===== src/rtl/skip_rev_input_conditioner.sv =====
// ---------------------------------------------------------------------------
// skip_rev_input_conditioner
//
// Front-end for the skip/reverse counter stage. Turns two raw, asynchronous,
// bouncy push-button inputs into clean single-cycle command pulses. One
// physical press advances the counter by exactly one modified step.
//
// Each channel has three parts:
//   - a 2-FF synchronizer on the raw input
//   - a debounce FSM (IDLE / CONFIRM_HIGH / HELD / CONFIRM_LOW)
//   - a registered pulse on the CONFIRM_HIGH -> HELD transition
//
// Optional feature, enabled by defining the macro AUTO_REPEAT_EN:
//   While a button stays in HELD, the channel emits a first repeat pulse
//   after REPEAT_DELAY cycles. It then emits another pulse every
//   REPEAT_PERIOD cycles. Without the macro, no repeat logic is built and
//   each accepted press gives exactly one pulse.
//
// Parameters:
//   DEBOUNCE_CYCLES  number of equal synchronized samples needed to accept
//                    a level change (2..65535)
//   REPEAT_DELAY     cycles in HELD before the first auto-repeat pulse
//   REPEAT_PERIOD    cycles between later auto-repeat pulses (>= 2)
//
// Ports:
//   iClk       system clock, rising-edge active
//   iRst       asynchronous, active-high reset
//   iSkipRaw   raw skip button, asynchronous to iClk
//   iRevRaw    raw reverse button, asynchronous to iClk
//   oSkip      one-cycle skip command pulse
//   oRev       one-cycle reverse command pulse
//   oSkipHeld  debounced skip level
//   oRevHeld   debounced reverse level
// ---------------------------------------------------------------------------

// Single conditioning channel: synchronizer, debounce FSM, pulse generator.
module skip_rev_channel #(
    parameter int unsigned DEBOUNCE_CYCLES = 4,
    parameter int unsigned REPEAT_DELAY    = 16,
    parameter int unsigned REPEAT_PERIOD   = 8
) (
    input  logic clk,
    input  logic rst,
    input  logic raw,
    output logic pulse,
    output logic held
);

    localparam int CW = $clog2(DEBOUNCE_CYCLES + 1);
    localparam logic [CW-1:0] CNT_LAST = CW'(DEBOUNCE_CYCLES - 1);
    localparam logic [CW-1:0] CNT_ONE  = CW'(1);

    typedef enum logic [1:0] {
        IDLE         = 2'd0,
        CONFIRM_HIGH = 2'd1,
        HELD         = 2'd2,
        CONFIRM_LOW  = 2'd3
    } state_t;

    state_t          state_q, state_d;
    logic [CW-1:0]   cnt_q, cnt_d;
    logic            sync1_q, sync1_d;
    logic            sync2_q, sync2_d;
    logic            pulse_q, pulse_d;
    logic            held_q, held_d;

`ifdef AUTO_REPEAT_EN
    localparam int unsigned REP_MAX =
        (REPEAT_DELAY > REPEAT_PERIOD) ? REPEAT_DELAY : REPEAT_PERIOD;
    localparam int RW = $clog2(REP_MAX + 1);
    localparam logic [RW-1:0] REP_DELAY_LAST  = RW'(REPEAT_DELAY - 1);
    localparam logic [RW-1:0] REP_PERIOD_LAST = RW'(REPEAT_PERIOD - 1);
    localparam logic [RW-1:0] REP_ONE         = RW'(1);

    // rep_phase_q is 0 while the initial delay runs. It is 1 once the
    // periodic repeat has started.
    logic [RW-1:0]   rep_cnt_q, rep_cnt_d;
    logic            rep_phase_q, rep_phase_d;
`endif

    // Next-state logic. The FSM only ever looks at sync2_q. The debounce
    // counter never goes past CNT_LAST, because reaching CNT_LAST always
    // forces a state change.
    always_comb begin
        state_d = state_q;
        cnt_d   = cnt_q;
        pulse_d = 1'b0;
        sync1_d = raw;
        sync2_d = sync1_q;
`ifdef AUTO_REPEAT_EN
        // The repeat state clears whenever the channel is not staying in
        // HELD. This covers HELD entry, HELD exit and CONFIRM_LOW.
        rep_cnt_d   = '0;
        rep_phase_d = 1'b0;
`endif
        case (state_q)
            IDLE: begin
                if (sync2_q) begin
                    state_d = CONFIRM_HIGH;
                    cnt_d   = CNT_ONE;
                end
            end
            CONFIRM_HIGH: begin
                if (!sync2_q) begin
                    state_d = IDLE;
                    cnt_d   = '0;
                end else if (cnt_q == CNT_LAST) begin
                    state_d = HELD;
                    cnt_d   = '0;
                    pulse_d = 1'b1;
                end else begin
                    cnt_d = cnt_q + CNT_ONE;
                end
            end
            HELD: begin
                if (!sync2_q) begin
                    state_d = CONFIRM_LOW;
                    cnt_d   = CNT_ONE;
                end else begin
`ifdef AUTO_REPEAT_EN
                    if (!rep_phase_q) begin
                        if (rep_cnt_q == REP_DELAY_LAST) begin
                            pulse_d     = 1'b1;
                            rep_phase_d = 1'b1;
                            rep_cnt_d   = '0;
                        end else begin
                            rep_cnt_d = rep_cnt_q + REP_ONE;
                        end
                    end else begin
                        rep_phase_d = 1'b1;
                        if (rep_cnt_q == REP_PERIOD_LAST) begin
                            pulse_d   = 1'b1;
                            rep_cnt_d = '0;
                        end else begin
                            rep_cnt_d = rep_cnt_q + REP_ONE;
                        end
                    end
`endif
                end
            end
            CONFIRM_LOW: begin
                if (sync2_q) begin
                    state_d = HELD;
                    cnt_d   = '0;
                end else if (cnt_q == CNT_LAST) begin
                    state_d = IDLE;
                    cnt_d   = '0;
                end else begin
                    cnt_d = cnt_q + CNT_ONE;
                end
            end
            default: begin
                state_d = IDLE;
                cnt_d   = '0;
            end
        endcase
        // The held level is computed from the next state. That way the
        // registered output changes on the same edge as the state.
        held_d = (state_d == HELD) || (state_d == CONFIRM_LOW);
    end

    // All channel state. Reset clears everything at once, so a press in
    // progress is dropped without a pulse.
    always_ff @(posedge clk or posedge rst) begin
        if (rst) begin
            state_q     <= IDLE;
            cnt_q       <= '0;
            sync1_q     <= 1'b0;
            sync2_q     <= 1'b0;
            pulse_q     <= 1'b0;
            held_q      <= 1'b0;
`ifdef AUTO_REPEAT_EN
            rep_cnt_q   <= '0;
            rep_phase_q <= 1'b0;
`endif
        end else begin
            state_q     <= state_d;
            cnt_q       <= cnt_d;
            sync1_q     <= sync1_d;
            sync2_q     <= sync2_d;
            pulse_q     <= pulse_d;
            held_q      <= held_d;
`ifdef AUTO_REPEAT_EN
            rep_cnt_q   <= rep_cnt_d;
            rep_phase_q <= rep_phase_d;
`endif
        end
    end

    assign pulse = pulse_q;
    assign held  = held_q;

endmodule

// Top level: two independent channels. There is no arbitration between
// them. A simultaneous press gives both pulses in the same cycle, and the
// downstream counter interprets that as a reverse-skip.
module skip_rev_input_conditioner #(
    parameter int unsigned DEBOUNCE_CYCLES = 4,
    parameter int unsigned REPEAT_DELAY    = 16,
    parameter int unsigned REPEAT_PERIOD   = 8
) (
    input  logic iClk,
    input  logic iRst,
    input  logic iSkipRaw,
    input  logic iRevRaw,
    output logic oSkip,
    output logic oRev,
    output logic oSkipHeld,
    output logic oRevHeld
);

    skip_rev_channel #(
        .DEBOUNCE_CYCLES (DEBOUNCE_CYCLES),
        .REPEAT_DELAY    (REPEAT_DELAY),
        .REPEAT_PERIOD   (REPEAT_PERIOD)
    ) u_skip (
        .clk   (iClk),
        .rst   (iRst),
        .raw   (iSkipRaw),
        .pulse (oSkip),
        .held  (oSkipHeld)
    );

    skip_rev_channel #(
        .DEBOUNCE_CYCLES (DEBOUNCE_CYCLES),
        .REPEAT_DELAY    (REPEAT_DELAY),
        .REPEAT_PERIOD   (REPEAT_PERIOD)
    ) u_rev (
        .clk   (iClk),
        .rst   (iRst),
        .raw   (iRevRaw),
        .pulse (oRev),
        .held  (oRevHeld)
    );

endmodule

===== config.mk =====
export PLATFORM = sky130hd
export DESIGN_NAME = skip_rev_input_conditioner
export DESIGN_NICKNAME = d
export VERILOG_FILES = /design/src/rtl/skip_rev_input_conditioner.sv
export SDC_FILE = /design/constraint.sdc
export NUM_CORES = 1
export LEC_CHECK = 0
export BUFFER_PORTS_ARGS = -buffer_cell sky130_fd_sc_hd__buf_4
export CORE_MARGIN = 8
export CORE_UTILIZATION = 45
export CTS_BUF_LIST = sky130_fd_sc_hd__clkbuf_4 sky130_fd_sc_hd__clkbuf_8
export DETAILED_ROUTE_END_ITERATION = 10
export HOLD_SLACK_MARGIN = 0.12
export PLACE_DENSITY = 0.61
export SLEW_MARGIN = 25
export SYNTH_ARGS = -nofsm -noshare
export SYNTH_HDL_FRONTEND = slang
export SYNTH_SLANG_ARGS = --single-unit

===== constraint.sdc =====
create_clock -name iClk -period 3.4 [get_ports iClk]
set_clock_uncertainty 0.1 [all_clocks]
set_input_delay 0.17 -clock iClk [delete_from_list [all_inputs] [get_ports iClk]]
set_output_delay 0.17 -clock iClk [all_outputs]
set_load 0.03 [all_outputs]

# Word-level counts from Yosys, hierarchy flattened
# Cells that the tools add are included.
# word_totals
output_inout_bits	4
memories	0
ramBits	0
ff_bits	18
latchBits	0
mem_bits_ro	0
word_cells	68
# classes
bitwise	0
n_reduce_logical	6
add_sub_neg	2
muxes	32
n_eq_ne	16
n_mul	0
div	0
n_lt_le_gt_ge	0
n_shift	0
# ops
cell	count
3-bit two-way mux	10
2-bit two-way mux	12
3-bit one-hot mux with 4 select lines	2
2-bit == test (second input constant)	8
2-bit one-hot mux with 4 select lines	2
3-bit by 1-bit adder with 3-bit output (second input constant)	2
3-bit by 2-bit == test with 1-bit output (second input constant)	2
1-bit two-way mux	6
2-bit by 1-bit == test with 1-bit output (second input constant)	2
2-bit zero test	2
2-bit by 1-bit inequality test with 1-bit output (second input constant)	2
2-bit inequality test (second input constant)	2
2-bit AND reduction	2
1-bit logical OR	2

# Longest topological paths before layout
# Gate-level depths: netlist of the first run.
# depth
depth_word	6
mapped_depth	4
mapped_depth_nobuf	4

# Hierarchy
# A second synthesis of the first run with hierarchy kept.
# hier_totals
hier_cells	48
area_unflattened_um2	640.6
# modules_own_cells
module	n_inst	seq_area_each_um2	area_per_inst_um2	cells_per_inst
skip_rev_channel	2	200.2	320.3	24

# Worst setup path before layout of the first run
# OpenSTA, ideal clock, no wires.
# synth_path
kind	register -> register
startpoint	register u_skip.cnt_q[0]
endpoint	register u_skip.held_q (netlist: u_skip.held)
stages_incl_launch_ff	5
synth_period_minus_slack_ns	1.365
slack_ns	2.035
setup_ns	0.128
arrival_time_ns	1.137
path_cell_list	dfrtp_1 ha_1 nor2b_2 nand2_1 mux2_1
# synth_via
elab_chain_len	6
word_cells_on_any_way	9
classes_between	3 x eq/ne; 5 x mux; 1 x reduce/logical
# synth_lines
element	line	rtl
start: declaration	61	logic [CW-1:0] cnt_q, cnt_d;
start signal: assignment	178	cnt_q <= cnt_d;
3-bit by 2-bit == test with 1-bit output *	107, 145	
2-bit two-way mux (on tied branches)	145, 107	
2-bit two-way mux (on tied branches)	142, 104	
2-bit one-hot mux with 4 select lines *	96	case (state_q)
2-bit == test	159	held_d = (state_d == HELD) || (state_d == CONFIRM_LOW);
1-bit logical OR *	159	
via u_skip.held_d	65	logic held_q, held_d;
end signal: assignment	182	held_q <= held_d;
end: declaration	65	
# The timed path passes the listed nets; every way through them passes the cells marked *.
# A chain may end at the register's enable or synchronous reset.

# Final worst setup path of the first run
# Ends and elaborated chain as after synthesis.

==> metrics.txt, run 1 <==
# TYPE chip_impl_metric gauge
chip_impl_metric{name="n_fill_cell",unit=""} 118
chip_impl_metric{name="clk-insertion-delay-late",unit="ns"} 0.29
chip_impl_metric{name="worst_hold_slack",unit="ns"} 0.261
chip_impl_metric{name="finalHoldViolCount",unit=""} 0
chip_impl_metric{name="setup_viol",unit=""} 0
chip_impl_metric{name="seqPwrFrac",unit=""} 0.496
chip_impl_info{name="rsz_0062_raised_after_global_routing",value="false"} 1
chip_impl_info{name="criticalPathCategory",value="reg2reg"} 1
chip_impl_metric{name="postSynthNetCount",unit=""} 58
chip_impl_metric{name="tns",unit="ns"} 0
chip_impl_metric{name="final_cell_count_no_fill",unit=""} 82
chip_impl_metric{name="syn_area_per_cell",unit="µm²"} 13.7
chip_impl_metric{name="placement_rows",unit=""} 14
chip_impl_metric{name="drc",unit=""} 0
chip_impl_metric{name="detail_route.iter0.violations",unit=""} 6
chip_impl_metric{name="worstPathArrival",unit="ns"} 1.56
chip_impl_metric{name="multi_input_gate_area",unit="µm²"} 258
chip_impl_metric{name="synthesis.yosys.warnings",unit=""} 0
chip_impl_info{name="worst_hold_startpoint",value="u_skip.sync1_q"} 1
chip_impl_metric{name="worstHoldPathCells",unit=""} 0
chip_impl_info{name="synth_flop_cell",value="sky130_fd_sc_hd__dfrtp_1"} 1
chip_impl_metric{name="pwr-share-clk",unit=""} 0.202
chip_impl_metric{name="r2r_slack",unit="ns"} 1.92
chip_impl_metric{name="maximum_vdd_drop",unit="V"} 0.000497
chip_impl_metric{name="placement.io_buffers",unit=""} 7
chip_impl_metric{name="layout_worst_path_cycle_share",unit=""} 0.435
chip_impl_metric{name="hpwlAfterDp",unit="µm"} 698
chip_impl_metric{name="grt_antenna_before_repair",unit=""} 0
chip_impl_metric{name="detail_route.first_pass.iterations",unit=""} 3
chip_impl_metric{name="num_vias",unit=""} 404
chip_impl_metric{name="switchingPower",unit="µW"} 215
chip_impl_info{name="critical_path.cell_chain",value="ha_1, nor2b_2, nand2_1, mux2_1"} 1
chip_impl_metric{name="post_synth_design_cell_area",unit="µm²"} 712
chip_impl_metric{name="cts-root-to-sink-buffers",unit=""} 2
chip_impl_info{name="outcome",value="finished clean"} 1
chip_impl_metric{name="die_x",unit="µm"} 55.8
chip_impl_info{name="worstSetupStartpoint",value="u_skip.cnt_q[0]"} 1
chip_impl_metric{name="cell_internal_pwr",unit="µW"} 439
chip_impl_metric{name="async_flop_share",unit=""} 1.00
chip_impl_metric{name="cts.repair.resized",unit=""} 0
chip_impl_metric{name="max_transition_viols_final",unit=""} 0
chip_impl_metric{name="combinationalPowerShare",unit=""} 0.303
chip_impl_metric{name="antenna_left",unit=""} 0
chip_impl_metric{name="power.switching_fraction",unit=""} 0.329
chip_impl_info{name="worst_setup_path_start_kind",value="flop"} 1
chip_impl_metric{name="timing.final.crit_period",unit="ns"} 1.48
chip_impl_metric{name="grt_pass1_wl",unit="mm"} 1.79
chip_impl_info{name="cp-end-kind",value="flop"} 1
chip_impl_metric{name="grt.overflow.total",unit=""} 0
chip_impl_metric{name="floorplan.die_area",unit="µm²"} 3110
chip_impl_metric{name="postSynthCellCount",unit=""} 52
chip_impl_metric{name="grt_start_max_net_pins",unit=""} 19
chip_impl_metric{name="final_core_util",unit=""} 0.571
chip_impl_metric{name="routed_wire_length_per_instance",unit="µm"} 12.5
chip_impl_metric{name="nets_final",unit=""} 73
chip_impl_metric{name="cts.sinks",unit=""} 18
chip_impl_metric{name="place.detailed.instances",unit=""} 75
chip_impl_metric{name="i_o_pin_count",unit=""} 8
chip_impl_info{name="clock_tree_from_tritoncts",value="done"} 1
chip_impl_metric{name="clock_tree.htree_level_count",unit=""} 1
chip_impl_metric{name="cpPeakStageDelay",unit="ns"} 0.41
chip_impl_metric{name="routed_via_count_divided_by_cell_count",unit=""} 4.93
chip_impl_metric{name="synth-seq-cells",unit=""} 18
chip_impl_info{name="clockRootBuffer",value="sky130_fd_sc_hd__clkbuf_4"} 1
chip_impl_info{name="synthTopCellsByArea",value="sky130_fd_sc_hd__dfrtp_1 63%, sky130_fd_sc_hd__xor2_2 4.6%, sky130_fd_sc_hd__ha_1 3.5%"} 1
chip_impl_metric{name="routed_wirelength",unit="mm"} 1.02
chip_impl_info{name="critical_path.reg2reg.endpoint",value="u_skip.held"} 1
chip_impl_metric{name="path_clk_slew",unit="ns"} 0.10
chip_impl_metric{name="placeableCoreArea",unit="µm²"} 1490
chip_impl_metric{name="flow.area_growth_from_synthesis",unit="%"} 19.5
chip_impl_info{name="endpoint_of_the_worst_hold_timing_path",value="u_skip.sync2_q"} 1
chip_impl_info{name="cpMaxStageDelayCell",value="sky130_fd_sc_hd__dfrtp_1"} 1
chip_impl_metric{name="timing_limited_maximum_frequency",unit="MHz"} 677
chip_impl_metric{name="place.gp.congestion",unit=""} 0.635
chip_impl_metric{name="critPathMaxFanout",unit=""} 4
chip_impl_metric{name="dieHeight",unit="µm"} 55.8
chip_impl_info{name="most_frequent_cells_in_the_layout",value="18 x sky130_fd_sc_hd__dfrtp_1, 7 x sky130_fd_sc_hd__buf_4, 4 x sky130_fd_sc_hd__o21ai_0"} 1
chip_impl_info{name="timing.hold.worst.class",value="reg2reg"} 1
chip_impl_metric{name="slew_headroom",unit=""} 0.550
chip_impl_metric{name="groute.usage.overall",unit=""} 0.0724
chip_impl_metric{name="critical_path_required",unit="ns"} 3.48
chip_impl_metric{name="post-cts-setup-buffer-count",unit=""} 0
chip_impl_metric{name="placed_cell_area",unit="µm²"} 785
chip_impl_metric{name="yosys.cell_types.count",unit=""} 19
chip_impl_metric{name="worstMarginPinSlew",unit="ns"} 0.674
chip_impl_metric{name="diodes",unit=""} 0
chip_impl_metric{name="initial_core_util",unit=""} 0.478
chip_impl_metric{name="cts-buffers-inserted",unit=""} 3
chip_impl_metric{name="cts-hold-fix-buffers",unit=""} 3
chip_impl_info{name="final_common_cell",value="sky130_fd_sc_hd__dfrtp_1"} 1
chip_impl_metric{name="synthDominantCellAreaShare",unit=""} 0.633
chip_impl_metric{name="grt_pass1_vias",unit=""} 430
chip_impl_metric{name="register_area",unit="µm²"} 450
chip_impl_metric{name="final_layout_size_suffix_gt1_frac",unit=""} 0.273
chip_impl_metric{name="synth.yosys.seq_area_share",unit=""} 0.633
chip_impl_metric{name="post_route_cell_area",unit="µm²"} 851
chip_impl_metric{name="synth_enable_flop_cells",unit=""} 0
chip_impl_info{name="synthDominantAreaCellType",value="sky130_fd_sc_hd__dfrtp_1"} 1
chip_impl_metric{name="worstRegToRegCells",unit=""} 4
chip_impl_metric{name="power_density",unit="nW/µm²"} 769
chip_impl_metric{name="power.leakage",unit="µW"} 0.000388
chip_impl_info{name="worst_r2r_startpoint",value="u_skip.cnt_q[0]"} 1
chip_impl_metric{name="maxCapViolCount",unit=""} 0
[metrics by stage]
step	setup slack, ns	total power [µW]
finish	1.92	654
global placement	1.95	521
floorplan	2.04	470
global route	1.88	701
detailed placement	1.95	526
CTS	1.93	662
[kinds of logic (layout without fill, tap and decap cells)]
| group | after synthesis | in the layout | synth area share |
|---|---|---|---|
| AOI/OAI and AO/OA | 8 | 8 | 0.0685 |
| xor gates and xnor gates | 2 | 2 | 0.0457 |
| buffers and inverters | 1 | 15 | 0.00527 |
| DFF | 18 | 18 | 0.633 |
| and+or+nand+nor | 17 | 17 | 0.149 |
| muxes | 4 | 4 | 0.0633 |
| adders and majority gates | 2 | 2 | 0.0351 |
[cell type report]
class / instances / area share
clock buffer: 4 / 0.0426
inverter: 1 / 0.00441
multi-input combinational: 33 / 0.303
sequential: 18 / 0.529
tap: 16 / 0.0235
timing repair buffer: 10 / 0.0971
[sequential cells by signal, summed over array words and instances (netlist names)]
signal and flops:
u_rev.cnt_q 3, u_skip.sync2_q 1, u_skip.pulse 1, u_rev.pulse 1, u_skip.sync1_q 1, u_rev.state_q 2, u_rev.sync1_q 1, u_rev.held 1
u_skip.state_q 2, u_skip.held 1, u_skip.cnt_q 3, u_rev.sync2_q 1
[worst max path at each step]
stage	to	slack (ns)
6_report	u_skip.held	1.92
3_3_place_gp	u_skip.state_q[1]	1.95
2_1_floorplan	u_skip.held	2.04
5_1_grt	u_skip.state_q[1]	1.88
3_5_place_dp	u_skip.held	1.95
4_1_cts	u_skip.held	1.93
[routing by layer]
metal / part of all wire / up-vias / GRT usage
li1: - / 204 / -
met1: 0.51 / 190 / 0.0782
met2: 0.42 / 6 / 0.106
met3: 0.034 / 4 / 0.0297
met4: 0.030 / 0 / 0.0634
met5: 0 / - / 0
[worst max-delay path: cells and delay by family (launching register included)]
family | cells | cell delay [ns]
adders and majority gates | 1 | 0.21
DFF | 1 | 0.41
muxes | 1 | 0.35
and+or+nand+nor | 2 | 0.30
[power groups by stage]
stage / sequential [µW] / combinational, µW / clock (µW)
global route: 332 / 223 / 145
detailed placement: 329 / 197 / 0
global placement: 328 / 193 / 0
floorplan: 346 / 124 / 0
CTS: 324 / 201 / 137
finish: 324 / 198 / 132
[cell usage after synthesis (all sizes together) (2+ instances only)]
cell type / count
nand4b: 2
nor3b: 2
xor2: 2
nor2b: 2
dfrtp: 18
nand2b: 3
mux2: 4
nor2: 2
o21a: 2
o21ai: 5
and2: 2
ha: 2
nand2: 3
No activity file was read; power rests on OpenSTA's default activity.
==> inputs of run 2 (changes only) <==
clock period = 1.4 ns   (was 3.4 ns; I/O delays follow)
==> run 2 against run 1 <==
Net effect:
- final area up 6.9%
- cell count up 4.9%
- via count up 5.2%
- total power rose to 2.5 times the previous value
- sequential share of layout area down 3.4 points
==> metrics.txt, run 2 (synthesis gave the netlist of run 1 again) <==
# TYPE chip_impl_metric gauge
chip_impl_info{name="outcome",value="finished clean"} 1
chip_impl_metric{name="diodes",unit=""} 0
chip_impl_metric{name="timing.final.crit_period",unit="ns"} 1.35
chip_impl_info{name="top_layer_used",value="met4"} 1
chip_impl_metric{name="path_clk_slew",unit="ns"} 0.09
chip_impl_metric{name="r2r_slack",unit="ns"} 0.05
chip_impl_metric{name="nets_final",unit=""} 78
chip_impl_metric{name="register_area",unit="µm²"} 450
chip_impl_metric{name="placeableCoreArea",unit="µm²"} 1490
chip_impl_metric{name="routed_via_count_divided_by_cell_count",unit=""} 4.94
chip_impl_metric{name="floorplan.die_area",unit="µm²"} 3110
chip_impl_metric{name="placed_cell_area",unit="µm²"} 807
chip_impl_metric{name="detail_route.iter0.violations",unit=""} 6
chip_impl_metric{name="grt_pass1_wl",unit="mm"} 1.80
chip_impl_metric{name="power.switching_fraction",unit=""} 0.321
chip_impl_metric{name="groute.usage.overall",unit=""} 0.0693
chip_impl_info{name="most_frequent_cells_in_the_layout",value="18 x sky130_fd_sc_hd__dfrtp_1, 12 x sky130_fd_sc_hd__buf_4, 4 x sky130_fd_sc_hd__o21ai_0, 4 x sky130_fd_sc_hd__mux2_4"} 1
chip_impl_metric{name="num_vias",unit=""} 425
chip_impl_info{name="clockRootBuffer",value="sky130_fd_sc_hd__clkbuf_4"} 1
chip_impl_metric{name="power.leakage",unit="µW"} 0.000425
chip_impl_metric{name="placement.io_buffers",unit=""} 7
chip_impl_metric{name="clock_tree.htree_level_count",unit=""} 1
chip_impl_metric{name="setup_viol",unit=""} 0
chip_impl_metric{name="worstPathArrival",unit="ns"} 1.42
chip_impl_metric{name="post_route_cell_area",unit="µm²"} 910
chip_impl_info{name="clock_tree_from_tritoncts",value="done"} 1
chip_impl_metric{name="grt_pass1_vias",unit=""} 434
chip_impl_metric{name="n_fill_cell",unit=""} 119
chip_impl_metric{name="routed_wirelength",unit="mm"} 1.07
chip_impl_metric{name="layout_worst_path_cycle_share",unit=""} 0.963
chip_impl_metric{name="combinationalPowerShare",unit=""} 0.366
chip_impl_metric{name="worst_hold_slack",unit="ns"} 0.254
chip_impl_info{name="criticalPathCategory",value="reg2reg"} 1
chip_impl_metric{name="routed_wire_length_per_instance",unit="µm"} 12.4
chip_impl_info{name="cp-end-kind",value="flop"} 1
chip_impl_metric{name="cts.sinks",unit=""} 18
chip_impl_metric{name="cell_internal_pwr",unit="µW"} 1110
chip_impl_metric{name="dr_wl_met3",unit="µm"} 28
chip_impl_metric{name="switchingPower",unit="µW"} 525
chip_impl_metric{name="antenna_left",unit=""} 0
chip_impl_info{name="timing.hold.worst.class",value="in2async"} 1
chip_impl_metric{name="drc",unit=""} 0
chip_impl_info{name="biggest_registers_after_layout",value="u_rev.cnt_q x3, u_skip.cnt_q x3"} 1
chip_impl_metric{name="critPathMaxFanout",unit=""} 4
chip_impl_info{name="worstSetupStartpoint",value="u_skip.cnt_q[1]"} 1
chip_impl_metric{name="power_density",unit="nW/µm²"} 1800
chip_impl_metric{name="grt.overflow.total",unit=""} 0
chip_impl_metric{name="grt_antenna_before_repair",unit=""} 0
chip_impl_metric{name="flow.area_growth_from_synthesis",unit="%"} 27.8
chip_impl_metric{name="grt_start_max_net_pins",unit=""} 19
chip_impl_metric{name="multi_input_gate_area",unit="µm²"} 293
chip_impl_metric{name="timing_limited_maximum_frequency",unit="MHz"} 741
chip_impl_metric{name="setup_slack",unit="ns"} 0.0512
chip_impl_metric{name="clk-insertion-delay-late",unit="ns"} 0.28
chip_impl_metric{name="route.met2.wl",unit="µm"} 456
chip_impl_metric{name="i_o_pin_count",unit=""} 8
chip_impl_metric{name="max_transition_viols_final",unit=""} 0
chip_impl_metric{name="die_x",unit="µm"} 55.8
chip_impl_metric{name="critical_path_required",unit="ns"} 1.47
chip_impl_info{name="final_common_cell",value="sky130_fd_sc_hd__dfrtp_1"} 1
chip_impl_metric{name="detail_route.first_pass.iterations",unit=""} 4
chip_impl_metric{name="final_layout_size_suffix_gt1_frac",unit=""} 0.400
chip_impl_info{name="crit_path_end",value="u_skip.state_q[1]"} 1
chip_impl_metric{name="place.gp.congestion",unit=""} 0.662
chip_impl_metric{name="pwr-share-clk",unit=""} 0.146
chip_impl_metric{name="placement_rows",unit=""} 14
chip_impl_info{name="worst_setup_path_start_kind",value="flop"} 1
chip_impl_metric{name="slew_headroom",unit=""} 0.820
chip_impl_metric{name="seqPwrFrac",unit=""} 0.488
chip_impl_metric{name="place_ws",unit="ns"} -0.0313
chip_impl_metric{name="maxCapViolCount",unit=""} 0
chip_impl_info{name="critical_path.reg2reg.endpoint",value="u_skip.state_q[1]"} 1
chip_impl_metric{name="maximum_vdd_drop",unit="V"} 0.000940
chip_impl_metric{name="finalHoldViolCount",unit=""} 0
chip_impl_metric{name="dieHeight",unit="µm"} 55.8
chip_impl_metric{name="met1Wirelength",unit="µm"} 567
chip_impl_metric{name="cts-root-to-sink-buffers",unit=""} 2
chip_impl_info{name="worst_r2r_startpoint",value="u_skip.cnt_q[1]"} 1
chip_impl_metric{name="initial_core_util",unit=""} 0.478
chip_impl_metric{name="worstRegToRegCells",unit=""} 4
chip_impl_metric{name="hpwlAfterDp",unit="µm"} 727
chip_impl_metric{name="cts-buffers-inserted",unit=""} 3
chip_impl_metric{name="worstMarginPinSlew",unit="ns"} 0.269
run 2: area by class of cell:
type | instances | share of cell area
sequential | 18 | 0.495
multi-input combinational | 33 | 0.322
timing repair buffer | 15 | 0.132
clock buffer | 3 | 0.0248
inverter | 1 | 0.00413
tap | 16 | 0.0220
run 2: worst min path at each step:
stage                                end  cells past startpoint
after floorplan           u_rev.cnt_q[0]                      1
after global placement     u_rev.sync1_q                      3
after detailed placement  u_skip.sync1_q                      3
after CTS                 u_skip.sync1_q                      4
after global routing      u_skip.sync2_q                      0
final                     u_skip.sync1_q                      4
run 2: per-layer routing:
| layer | vias to the layer above | global-route usage |
|---|---|---|
| met5 | - | 0 |
| met4 | 0 | 0.0423 |
| met3 | 2 | 0.0228 |
| met2 | 6 | 0.0994 |
| met1 | 202 | 0.0869 |
| li1 | 215 | - |
run 2: through the flow:
stage	setup TNS [ns]	instances	power (µW)	utilization
CTS	-0.000382	84	1570	0.581
global placement	-0.0416	78	1300	0.542
global route	-0.0137	86	1760	0.611
finish	0	86	1640	0.611
floorplan	0	52	1140	-
detailed placement	-0.110	78	1310	0.542
run 2: power groups by stage:
| stage | Clock, µW | Sequential, µW | Combinational, µW |
|---|---|---|---|
| after floorplan | 0 | 841 | 300 |
| after global placement | 0 | 795 | 508 |
| after detailed placement | 0 | 799 | 506 |
| after CTS | 254 | 793 | 522 |
| after global routing | 270 | 823 | 664 |
| final | 239 | 799 | 598 |
run 2: worst max-delay path, stage by stage, from the launching register on:
cell                      delay [ns]
sky130_fd_sc_hd__dfrtp_1        0.41
sky130_fd_sc_hd__ha_2           0.19
sky130_fd_sc_hd__nor2b_4        0.13
sky130_fd_sc_hd__nand2_2        0.11
sky130_fd_sc_hd__mux2_4         0.30
run 2: repair_timing:
action / in CTS / in global routing
pin swaps: 0 / 2
gates resized for setup: 2 / 8
buffers inserted: 0 / 2
setup endpoints to repair: 4 / 5
hold endpoints to repair: 20 / 0
hold buffers: 3 / 0
==> inputs of run 3 (changes only) <==
SETUP_SLACK_MARGIN = 0.5   (was unset)
==> run 3 against run 2 <==
Net effect:
- critical endpoint is now u_rev.held
- non-clock buffer count up 6
- total power up 14%
- combinational power up 35%
- register-to-register slack better by 0.03 ns
- critical path type unchanged
- maximum frequency up 1.9%
- utilization up 8.0 points
- worst hold slack worse by 0.0039 ns
- final area up 13%
- critical path depth unchanged
- clock power about the same
- first-iteration DRC count down 100%
==> metrics.txt, run 3 (synthesis gave the netlist of run 1 again) <==
# TYPE chip_impl_metric gauge
chip_impl_metric{name="clock_tree.htree_level_count",unit=""} 1
chip_impl_metric{name="hpwlAfterDp",unit="µm"} 695
chip_impl_metric{name="maxCapViolCount",unit=""} 0
chip_impl_metric{name="num_vias",unit=""} 462
chip_impl_info{name="biggest_registers_after_layout",value="u_rev.cnt_q x3, u_skip.cnt_q x3"} 1
chip_impl_metric{name="layout_worst_path_cycle_share",unit=""} 0.945
chip_impl_metric{name="grt_antenna_before_repair",unit=""} 0
chip_impl_info{name="final_common_cell",value="sky130_fd_sc_hd__dfrtp_1"} 1
chip_impl_metric{name="antenna_left",unit=""} 0
chip_impl_metric{name="placement_rows",unit=""} 14
chip_impl_metric{name="grt.overflow.total",unit=""} 0
chip_impl_metric{name="worstMarginPinSlew",unit="ns"} 0.276
chip_impl_metric{name="placement.io_buffers",unit=""} 7
chip_impl_metric{name="nets_final",unit=""} 84
chip_impl_metric{name="final_cell_count_no_fill",unit=""} 92
chip_impl_metric{name="worstRegToRegCells",unit=""} 4
chip_impl_metric{name="grt_start_max_net_pins",unit=""} 19
chip_impl_metric{name="detail_route.iter0.violations",unit=""} 0
chip_impl_metric{name="worst_hold_slack",unit="ns"} 0.250
chip_impl_metric{name="max_transition_viols_final",unit=""} 0
chip_impl_metric{name="groute.usage.overall",unit=""} 0.0700
chip_impl_metric{name="place.gp.congestion",unit=""} 0.707
chip_impl_metric{name="setup_viol",unit=""} 0
chip_impl_metric{name="routed_wirelength",unit="mm"} 1.17
chip_impl_metric{name="grt_pass1_vias",unit=""} 440
chip_impl_metric{name="path_clk_slew",unit="ns"} 0.09
chip_impl_metric{name="worstPathArrival",unit="ns"} 1.40
chip_impl_info{name="cp-end-kind",value="flop"} 1
chip_impl_info{name="clock_tree_from_tritoncts",value="done"} 1
chip_impl_metric{name="die_x",unit="µm"} 55.8
chip_impl_metric{name="routed_wire_length_per_instance",unit="µm"} 12.7
chip_impl_metric{name="timing.final.crit_period",unit="ns"} 1.32
chip_impl_info{name="outcome",value="finished clean"} 1
chip_impl_metric{name="cts-root-to-sink-buffers",unit=""} 2
chip_impl_metric{name="maximum_vdd_drop",unit="V"} 0.00107
chip_impl_metric{name="power.leakage",unit="µW"} 0.000481
chip_impl_metric{name="routed_via_count_divided_by_cell_count",unit=""} 5.02
chip_impl_info{name="rsz_0062_raised_after_global_routing",value="true"} 1
chip_impl_metric{name="power_density",unit="nW/µm²"} 1820
chip_impl_metric{name="i_o_pin_count",unit=""} 8
chip_impl_info{name="timing.hold.worst.class",value="in2async"} 1
chip_impl_metric{name="detail_route.first_pass.iterations",unit=""} 1
chip_impl_info{name="worst_setup_path_start_kind",value="flop"} 1
chip_impl_metric{name="register_area",unit="µm²"} 453
chip_impl_metric{name="floorplan.die_area",unit="µm²"} 3110
chip_impl_metric{name="diodes",unit=""} 0
chip_impl_metric{name="tns",unit="ns"} 0
chip_impl_metric{name="cts-buffers-inserted",unit=""} 3
chip_impl_metric{name="n_fill_cell",unit=""} 98
chip_impl_metric{name="critical_path_required",unit="ns"} 1.47
chip_impl_metric{name="multi_input_gate_area",unit="µm²"} 342
chip_impl_info{name="clockRootBuffer",value="sky130_fd_sc_hd__clkbuf_4"} 1
chip_impl_metric{name="critPathMaxFanout",unit=""} 4
chip_impl_metric{name="flow.area_growth_from_synthesis",unit="%"} 44.5
chip_impl_metric{name="initial_core_util",unit=""} 0.478
chip_impl_info{name="most_frequent_cells_in_the_layout",value="16 x sky130_fd_sc_hd__dfrtp_1, 12 x sky130_fd_sc_hd__buf_4, 6 x sky130_fd_sc_hd__buf_6, 4 x sky130_fd_sc_hd__mux2_4"} 1
chip_impl_metric{name="drc",unit=""} 0
chip_impl_info{name="criticalPathCategory",value="reg2reg"} 1
chip_impl_metric{name="final_layout_size_suffix_gt1_frac",unit=""} 0.526
chip_impl_metric{name="grt_pass1_wl",unit="mm"} 1.79
chip_impl_metric{name="place.detailed.instances",unit=""} 76
chip_impl_metric{name="placeableCoreArea",unit="µm²"} 1490
chip_impl_metric{name="slew_headroom",unit=""} 0.816
chip_impl_metric{name="dieHeight",unit="µm"} 55.8
chip_impl_metric{name="clk-insertion-delay-late",unit="ns"} 0.28
chip_impl_metric{name="finalHoldViolCount",unit=""} 0
chip_impl_metric{name="timing_limited_maximum_frequency",unit="MHz"} 756
chip_impl_metric{name="cts.sinks",unit=""} 18
## run 3: cell types whose count changed in the layout (fill, tap and decap cells not counted), moves of 2 or more
cell	previous run	this run
sky130_fd_sc_hd__o21ai_1	1	3
sky130_fd_sc_hd__nand2_4	0	2
sky130_fd_sc_hd__o21ai_0	4	1
sky130_fd_sc_hd__buf_6	0	6
sky130_fd_sc_hd__nand2_2	2	0
sky130_fd_sc_hd__nor3b_2	0	2
sky130_fd_sc_hd__nor3b_1	2	0
sky130_fd_sc_hd__dfrtp_2	0	2
sky130_fd_sc_hd__dfrtp_1	18	16
## run 3: metrics by stage
step / utilization / area (µm²) / total power (µW) / setup slack (ns)
detailed placement: 0.555 / 827 / 1360 / 0.0709
global placement: 0.555 / 827 / 1350 / 0.0725
CTS: 0.650 / 967 / 1760 / 0.0817
floorplan: - / 747 / 1220 / 0.128
global route: 0.691 / 1030 / 1990 / 0.0337
finish: 0.691 / 1030 / 1870 / 0.0765
## run 3: where the power goes
group / total (µW) / switching (µW) / internal [µW]
Sequential: 826 / 158 / 668
Combinational: 805 / 314 / 491
Clock: 239 / 139 / 99.7
## run 3: area by class of cell
type / count / area share
clock buffer: 3 / 0.0219
inverter: 1 / 0.00365
timing repair buffer: 21 / 0.182
multi-input combinational: 33 / 0.332
sequential: 18 / 0.440
tap: 16 / 0.0195
## run 3: worst max-delay path: stages (launching register included)
cell	delay, ns
sky130_fd_sc_hd__dfrtp_1	0.43
sky130_fd_sc_hd__ha_4	0.17
sky130_fd_sc_hd__nor2b_4	0.13
sky130_fd_sc_hd__nand2_4	0.09
sky130_fd_sc_hd__mux2_4	0.30
## run 3: final timing paths
| kind | endpoint | slack (ns) | start |
|---|---|---|---|
| worst max register to register | u_rev.held | 0.08 | u_rev.cnt_q[0] |
| worst max-delay path | u_rev.held | 0.08 | u_rev.cnt_q[0] |
| worst min-delay path | u_rev.sync1_q | 0.25 | iRst |
| max in group asynchronous | u_rev.sync2_q | 0.75 | iRst |
| min in group iClk | u_skip.sync2_q | 0.26 | u_skip.sync1_q |
| worst min register to register | u_skip.sync2_q | 0.26 | u_skip.sync1_q |
## run 3: routing by layer
metal | GRT usage | vias up | share of wire
met2 | 0.106 | 4 | 0.50
met3 | 0.0251 | 0 | 0.033
met4 | 0.0423 | 0 | 0
met1 | 0.0822 | 230 | 0.46
li1 | - | 228 | -
met5 | 0 | - | 0
## run 3: timing repair
| item | 4_1_cts | 5_1_grt |
|---|---|---|
| setup endpoints to repair | 18 | 18 |
| endpoints found under the hold margin | 20 | 0 |
| resized for setup | 14 | 4 |
| setup buffers | 5 | 5 |
| pin swaps | 6 | 3 |
| hold buffers | 3 | 0 |
